==> src/rtl/rc4_pkg.sv <==
// Shared RC4 definitions: KSA state encoding, memory-select codes, default key length.
package rc4_pkg;

   typedef enum logic [3:0] {
      ST_IDLE,
      ST_READ_I,
      ST_WAIT_I,
      ST_CALC_J,
      ST_READ_J,
      ST_WAIT_J,
      ST_LATCH_J,
      ST_WRITE_I,
      ST_WRITE_J,
      ST_DONE
   } ksa_state_t;

   localparam logic [1:0] MEM_SEL_WORKING = 2'b01;
   localparam logic [1:0] MEM_SEL_NONE    = 2'b00;

   localparam int KEY_BYTES_DEFAULT = 3;

endpackage

==> src/rtl/key_byte_sel.sv <==
// Picks key byte idx out of secret_key (byte 0 is the most significant byte).
// Purely combinational; an out-of-range idx yields 0.
module key_byte_sel
   import rc4_pkg::*;
#(
   parameter int KEY_BYTES = KEY_BYTES_DEFAULT
) (
   input  logic [8*KEY_BYTES-1:0] secret_key,
   input  logic [7:0]             idx,
   output logic [7:0]             key_byte
);

   always_comb begin
      key_byte = '0;
      for (int b = 0; b < KEY_BYTES; b++) begin
         if (idx == b[7:0]) begin
            key_byte = secret_key[8*(KEY_BYTES-1-b) +: 8];
         end
      end
   end

endmodule

==> src/rtl/ksa_shuffle.sv <==
// RC4 key-scheduling shuffle over a 256-byte working RAM with READ_LAT-cycle reads.
// Iteration = 2 reads + 2 writes (8 cycles at READ_LAT=2); dropping start aborts to IDLE.
module ksa_shuffle
   import rc4_pkg::*;
#(
   parameter int READ_LAT  = 2,
   parameter int KEY_BYTES = KEY_BYTES_DEFAULT
) (
   input  logic                   clk,
   input  logic                   reset,
   input  logic                   start,
   input  logic [8*KEY_BYTES-1:0] secret_key,
   input  logic [7:0]             q_shuffle,
   output logic [7:0]             address,
   output logic [7:0]             data,
   output logic                   wren,
   output logic [1:0]             mem_sel,
   output logic                   busy,
   output logic                   done
);

   localparam logic [7:0] WAIT_LAST = 8'((READ_LAT > 1) ? (READ_LAT - 2) : 0);
   localparam logic [7:0] KEY_LAST  = 8'(KEY_BYTES - 1);

   ksa_state_t state, state_n;
   logic [7:0] i, j, si, sj;
   logic [7:0] kidx;
   logic [7:0] wait_cnt;
   logic [7:0] key_byte;
   logic       in_busy;

   key_byte_sel #(.KEY_BYTES(KEY_BYTES)) u_key_byte_sel (
      .secret_key (secret_key),
      .idx        (kidx),
      .key_byte   (key_byte)
   );

   assign in_busy = (state != ST_IDLE) && (state != ST_DONE);

   always_comb begin
      state_n = state;
      case (state)
         ST_IDLE:    if (start) state_n = ST_READ_I;
         ST_READ_I:  state_n = (READ_LAT > 1) ? ST_WAIT_I : ST_CALC_J;
         ST_WAIT_I:  if (wait_cnt == WAIT_LAST) state_n = ST_CALC_J;
         ST_CALC_J:  state_n = ST_READ_J;
         ST_READ_J:  state_n = (READ_LAT > 1) ? ST_WAIT_J : ST_LATCH_J;
         ST_WAIT_J:  if (wait_cnt == WAIT_LAST) state_n = ST_LATCH_J;
         ST_LATCH_J: state_n = ST_WRITE_I;
         ST_WRITE_I: state_n = ST_WRITE_J;
         ST_WRITE_J: state_n = (i == 8'hFF) ? ST_DONE : ST_READ_I;
         ST_DONE:    if (!start) state_n = ST_IDLE;
         default:    state_n = ST_IDLE;
      endcase
      // Losing the grant mid-shuffle abandons the run outright.
      if (in_busy && !start) state_n = ST_IDLE;
   end

   always_ff @(posedge clk) begin
      if (reset) begin
         state    <= ST_IDLE;
         i        <= '0;
         j        <= '0;
         si       <= '0;
         sj       <= '0;
         kidx     <= '0;
         wait_cnt <= '0;
      end else begin
         state <= state_n;
         if (state == ST_WAIT_I || state == ST_WAIT_J) wait_cnt <= wait_cnt + 8'd1;
         else                                          wait_cnt <= '0;
         case (state)
            ST_IDLE: begin
               if (start) begin
                  i    <= '0;
                  j    <= '0;
                  kidx <= '0;
               end
            end
            ST_CALC_J: begin
               si <= q_shuffle;
               j  <= j + q_shuffle + key_byte;
            end
            ST_LATCH_J: sj <= q_shuffle;
            ST_WRITE_J: begin
               if (i != 8'hFF) begin
                  i    <= i + 8'd1;
                  kidx <= (kidx == KEY_LAST) ? 8'd0 : kidx + 8'd1;
               end
            end
            default: ;
         endcase
         if (in_busy && !start) begin
            i    <= '0;
            j    <= '0;
            kidx <= '0;
         end
      end
   end

   // Both reads of an iteration land before either write, so i==j needs no special case.
   always_comb begin
      address = '0;
      data    = '0;
      wren    = 1'b0;
      case (state)
         ST_READ_I, ST_WAIT_I: address = i;
         ST_READ_J, ST_WAIT_J: address = j;
         ST_WRITE_I: begin
            address = i;
            data    = sj;
            wren    = 1'b1;
         end
         ST_WRITE_J: begin
            address = j;
            data    = si;
            wren    = 1'b1;
         end
         default: ;
      endcase
   end

   assign mem_sel = (state == ST_IDLE) ? MEM_SEL_NONE : MEM_SEL_WORKING;
   assign busy    = in_busy;
   assign done    = (state == ST_DONE);

endmodule

==> config.mk <==
export PLATFORM = sky130hd
export DESIGN_NAME = ksa_shuffle
export DESIGN_NICKNAME = d
export VERILOG_FILES = /design/src/rtl/rc4_pkg.sv /design/src/rtl/key_byte_sel.sv /design/src/rtl/ksa_shuffle.sv
export SDC_FILE = /design/constraint.sdc
export NUM_CORES = 1
export LEC_CHECK = 0
export BUFFER_PORTS_ARGS = -buffer_cell sky130_fd_sc_hd__buf_2
export CAP_MARGIN = 10
export CORE_MARGIN = 2
export CORE_UTILIZATION = 30
export DETAILED_ROUTE_END_ITERATION = 7
export PLACE_DENSITY_LB_ADDON = 0.2
export SYNTH_ARGS = -nofsm -noshare
export SYNTH_HDL_FRONTEND = slang
export SYNTH_HIERARCHICAL = 1
export SYNTH_SLANG_ARGS = --single-unit
==> constraint.sdc <==
create_clock -name clk -period 3.72 [get_ports clk]
set_input_delay 0.372 -clock clk [delete_from_list [all_inputs] [get_ports clk]]
set_output_delay 0.372 -clock clk [all_outputs]
set_load 0.03 [all_outputs]
==> Word level (Yosys, flattened, before mapping) <==
Index checks and enable logic that the tools add are counted.
{ "word_totals": {"reg_bits": 52, "inputBits": 35} }
{ "op_classes": {"n_addsub": 5, "eq_ne": 19, "muxes": 20, "bitwise_logic": 1, "n_reduce_logical": 18} }
{ "ops": {"columns": ["cell", "n"], "rows": [
  ["$pmux W8 S2", 5],
  ["$mux W8", 7],
  ["$pmux W4 S10", 1],
  ["$add A8 B1 Y8 const B", 3],
  ["$mux W4", 5],
  ["$add A8 B8 Y8", 2],
  ["$eq A4 B3 Y1 const B", 4],
  ["$logic_not A8 Y1", 2],
  ["$ne A2 B2 Y1 const B", 5],
  ["$eq A4 B2 Y1 const B", 2],
  ["$eq A4 B4 Y1 const B", 2],
  ["$eq A8 B1 Y1 const B", 1],
  ["$eq A8 B2 Y1 const B", 1],
  ["$eq A8 B8 Y1 const B", 1],
  ["$ne A8 B8 Y1 const B", 1],
  ["$reduce_or A2 Y1", 3],
  ["$reduce_or A3 Y1", 2],
  ["$eq A4 B1 Y1 const B", 1],
  ["$logic_not A4 Y1", 1],
  ["$ne A4 B4 Y1 const B", 1],
  ["$reduce_and A4 Y1", 1],
  ["$reduce_bool A2 Y1", 2],
  ["$reduce_bool A4 Y1", 1],
  ["$reduce_and A3 Y1", 1],
  ["6 further kinds", 8]
]} }

==> Longest topological paths before layout <==
{ "logic_depth": {"ltp_word": 6, "depth_mapped": 14} }

==> Cells and area by module <==
Netlist, hierarchy kept.
{ "by_module_without_submodules": {"columns": ["module", "instances", "cells_per_inst", "area_each_um2", "seq_area_each_um2"], "rows": [
  ["ksa_shuffle", 1, 364, 3051.7, 1041.0],
  ["key_byte_sel", 1, 38, 236.5, 0.0]
]} }

==> Worst setup path before layout <==
OpenSTA, ideal clock, no wires.
{ "synth_timing": {"path_kind": "register -> register", "startpoint": "reg kidx[1]", "endpoint": "reg j[7]", "setup_time_ns": 0.071, "arrival_time_ns": 2.764, "path_slack_ns": 0.886, "path_stages_with_launch": 14, "path_buffers": 1, "synth_period_minus_slack_ns": 2.834, "path_cell_list": "dfxtp_1 > buf_6 > mux2i_1 > or2_1 > a21oi_1 > fa_1 > ha_1 > inv_1 > fa_1 > nor2b_1 > o31ai_1 > a2111o_1 > o21a_1 > a21oi_1"} }
{ "synth_between": {"elab_chain_len": 6} }
{ "synth_rtl": {"columns": ["item", "line", "rtl"], "rows": [
  ["from (decl)", "ksa_shuffle.sv:27", "logic [7:0] kidx;"],
  ["from (signal assigned)", "ksa_shuffle.sv:88", "kidx <= (kidx == KEY_LAST) ? 8'd0 : kidx + 8'd1;"],
  ["$logic_not A8 Y1", "key_byte_sel.sv:16", "if (idx == b[7:0]) begin"],
  ["$mux W8 (2 in a row)", "key_byte_sel.sv:16", null],
  ["$mux W8 (*)", "key_byte_sel.sv:16", null],
  ["named net key_byte[1]", "ksa_shuffle.sv:29", "logic [7:0] key_byte;"],
  ["$add A8 B8 Y8 (*)", "ksa_shuffle.sv:82", "j <= j + q_shuffle + key_byte;"],
  ["$pmux W8 S2 (*)", "ksa_shuffle.sv:72", "case (state)"],
  ["to (signal assigned)", "ksa_shuffle.sv:82", null],
  ["to (decl)", "ksa_shuffle.sv:26", "logic [7:0] i, j, si, sj;"]
]} }
Mark *: on every way through the listed nets, which the timed path passes. The rest lies on a longest branch.
A chain may end at the register's enable or synchronous reset.

==> Final worst setup path <==
Same ends and word-level chain as after synthesis.

==> results.toml <==
[power]
clockPowerShare_pct = 25.6
peakVddDrop_uv = 155
p_leak_nw = 1.44
power.internal_uw = 910
p_per_area_nw_per_um2 = 383
total_power_mw = 1.44
p_sw_share_pct = 37.0
p_comb_share_pct = 32.5
switchingPower_uw = 533
p_seq_share_pct = 41.9

[place]
pre_cts_ws_ns = 0.760
globalplace.congestion = 0.817
hpwl_um = 6330
placed_cells = 581
port_buffers = 54

[synthesis]
synth_ff_type = "dfxtp_1"
syn_avg_cell_area_um2 = 8.18
synth_simple_gate_area_share_pct = 27.5
yosys.area_share.adder_pct = 9.06
yosys.area.top_type = "dfxtp_1"
synth_edf_count = 0
yosys-top-cells-area = "dfxtp_1 (32%), nand2_1 (7.8%), a21oi_1 (5.3%), fa_1 (4.9%), nor2_1 (4.6%)"
seq_area_frac_synth_pct = 31.7
ys.warnings.count = 6
synth.distinct_cells = 55
ys_seq_elements = 52
synth_top_area_share_pct = 31.7
syn_nets = 456
synth_top_family_by_area = "simple AND/OR/NAND/NOR gates"
synth.cell_area_um2 = 3290
synthMuxAreaShare_pct = 3.08
synth-async-reset-ratio_pct = 0
synth_compound_area_share_pct = 17.2
synth_xor_area_share_pct = 7.19
synth_cells = 402

[layout]
drive_above_1_share_pct = 18.9
area_growth_pct = 14.7
diodes = 0
final_cells = 589
fin_nets = 502
fin_util_pct = 35.1

[worst_setup_path]
path_buf_inv = 1
r2r_end = "j[7]"
cp-end-kind = "flop"
cp_slowest_stage_delay_ns = 0.44
crit_family = "compound AO/OA/AOI/OAI gates"
r2r_start = "kidx[1]"
criticalPathCategory = "flop to flop"
crit_path_frequent_cell = "a21oi_1"
ff2ff_path_depth = 12
cp.arrival_ns = 3.25
r2r_setup_slack_ns = 0.74
crit_chain = "nor2b_1 > nand2_1 > a21oi_1 > fa_1 > ha_1 > inv_1 > fa_1 > nor2b_1 > o31ai_1 > a21oi_1 > o21a_1 > a21oi_1"
required_ns = 3.99
cp_max_fo = 8
crit_path_start_kind = "flop"
slowest_stage = "nor2b_1"

[timing]
finalHoldViolCount = 0
fin_skew_ns = 0.0109
rsz0062_at_grt = "no"
setup_slack_ns = 0.744
finalCriticalPeriod_ns = 2.98
fin_tns_setup_ns = 0
finalSetupViolCount = 0
fmax_mhz = 336
worst_pin_slew_ns = 0.949
finalCritPeriodShare_pct = 80.0
maxSlewHeadroom_pct = 36.3
drv_slew = 0

[clock_tree]
cts_buffers = 5
post-cts-setup-buffers = 0
clk_latency_ns = 0.33
cts_hold_buf = 0
htree_levels = 2
cts_tree = "done"
clock-root-buffer = "clkbuf_8"
clockBufferDepth = 2
clk_pin_slew_worst_paths_ns = 0.12
cts.repair.resized = 0
numClockSinks = 52

[min_path]
hold_path_class = "primary input to flop"
min_from = "q_shuffle[7]"
hold_end = "si[7]"
whs_path_depth = 3

[route]
via_per_inst = 4.86
drcViolationCount = 0
wl_per_cell_um = 14.2
wl_met3_um = 147
routed-via-count = 2864
first_iter_violations = 141
top_layer_used = "met4"
wl_um = 8340
first_pass_iters = 6
wl_met2_um = 4160
ant_nets = 0
wirelength_met1_um = 3910

[global_route]
grt_pass1_vias = 2712
grt_start_max_net_pins = 33
grt_util_all_layers_pct = 15.0
globalRouteOverflowTotal = 0
antenna_found_initial = 0
grt_pass1_wl_um = 13800

[floorplanning]
die_h_um = 109
core-area_um2 = 10700
die_area_um2 = 11800
io_pins = 56
start_util_pct = 30.6
num_rows = 38
die_width_um = 109

[job]
max-cap-violations = 0

[status]
outcome = "finished, final reports clean"
[flip-flops by register name, summed over array words and instances, names as in the netlist]
register,count
sj,8
state,4
si,8
i,8
kidx,8
j,8
wait_cnt,8
[cell usage in the layout (no fill, tap or decap), types with 4 or more instances in the layout]
cell | Yosys | layout
or3_1 | 4 | 4
nor3_1 | 7 | 7
and3_1 | 6 | 6
nand3_1 | 13 | 13
mux2i_1 | 9 | 9
o21ai_0 | 8 | 8
nor2_1 | 40 | 40
inv_1 | 9 | 9
nand2_1 | 68 | 68
o22ai_1 | 7 | 7
buf_2 | 7 | 54
clkbuf_8 | 0 | 5
ha_1 | 11 | 11
xor2_1 | 10 | 10
dfxtp_1 | 52 | 52
buf_4 | 1 | 6
a22oi_1 | 11 | 11
fa_1 | 8 | 8
a21oi_1 | 35 | 35
or2_1 | 9 | 9
xnor2_1 | 17 | 17
a22o_1 | 8 | 8
[synth_stat cells (all sizes together), types with 3 or more instances]
master / count
nor3: 7
o21ai: 8
or2: 11
nor2b: 3
mux2i: 9
xnor2: 17
and3: 6
nor4b: 3
buf: 13
clkbuf: 8
a21o: 3
a22o: 8
inv: 9
ha: 11
a211oi: 3
nand2b: 3
nand2: 68
nor2: 41
nor4: 6
o21bai: 3
a21oi: 35
nand3: 13
a22oi: 11
xor2: 10
or3: 4
fa: 8
dfxtp: 52
o22ai: 7
[power groups by stage]
stage	Combinational, mW	Clock [mW]	Sequential (mW)
after floorplan	0.375	0	0.604
after CTS	0.476	0.386	0.605
after global routing	0.534	0.408	0.612
final	0.468	0.370	0.605
after detailed placement	0.473	0	0.617
after global placement	0.471	0	0.617
[layout make-up]
cell class / count / area [um2]
Clock buffer: 5 / 68.8
Sequential cell: 52 / 1040
Clock inverter: 3 / 28.8
Multi-Input combinational cell: 320 / 2110
Fill cell: 1208 / 6980
Timing Repair Buffer: 60 / 315
Tap cell: 140 / 175
Inverter: 9 / 33.8
[routing by layer]
metal / global-route usage [%] / up-vias
met2: 25.9 / 31
met1: 19.4 / 1334
met3: 2.15 / 8
met5: 0 / -
li1: - / 1491
met4: 4.30 / 0
[cell families after synthesis]
family                   count (synthesis)
other                                    1
XOR/XNOR                                27
AND/OR/NAND/NOR                        176
buffers and inverters                   30
flip-flops                              52
multiplexers                            10
AO/OA/AOI/OAI                           87
adder cells (fa/ha/maj)                 19
[metrics by stage]
step	instance area [um2]	hold slack, ns
floorplan	3290	0.436
global placement	3670	0.443
global route	3770	0.311
detailed placement	3670	0.449
CTS	3770	0.308
finish	3770	0.314
[worst max-delay path by stage]
stage	startpoint	end	depth (start not counted)
finish	kidx[1]	j[7]	12
global route	kidx[3]	j[7]	12
floorplan	kidx[1]	j[7]	13
CTS	kidx[1]	j[7]	12
global placement	kidx[1]	j[7]	12
detailed placement	kidx[1]	j[7]	12
[tightest hold or removal path, delay by kind of cell]
family,cells,cell delay [ns]
AOI/OAI and AO/OA,1,0.05
and+or+nand+nor,1,0.06
buffers and inverters,1,0.13
No activity file was read; power rests on OpenSTA's default activity.
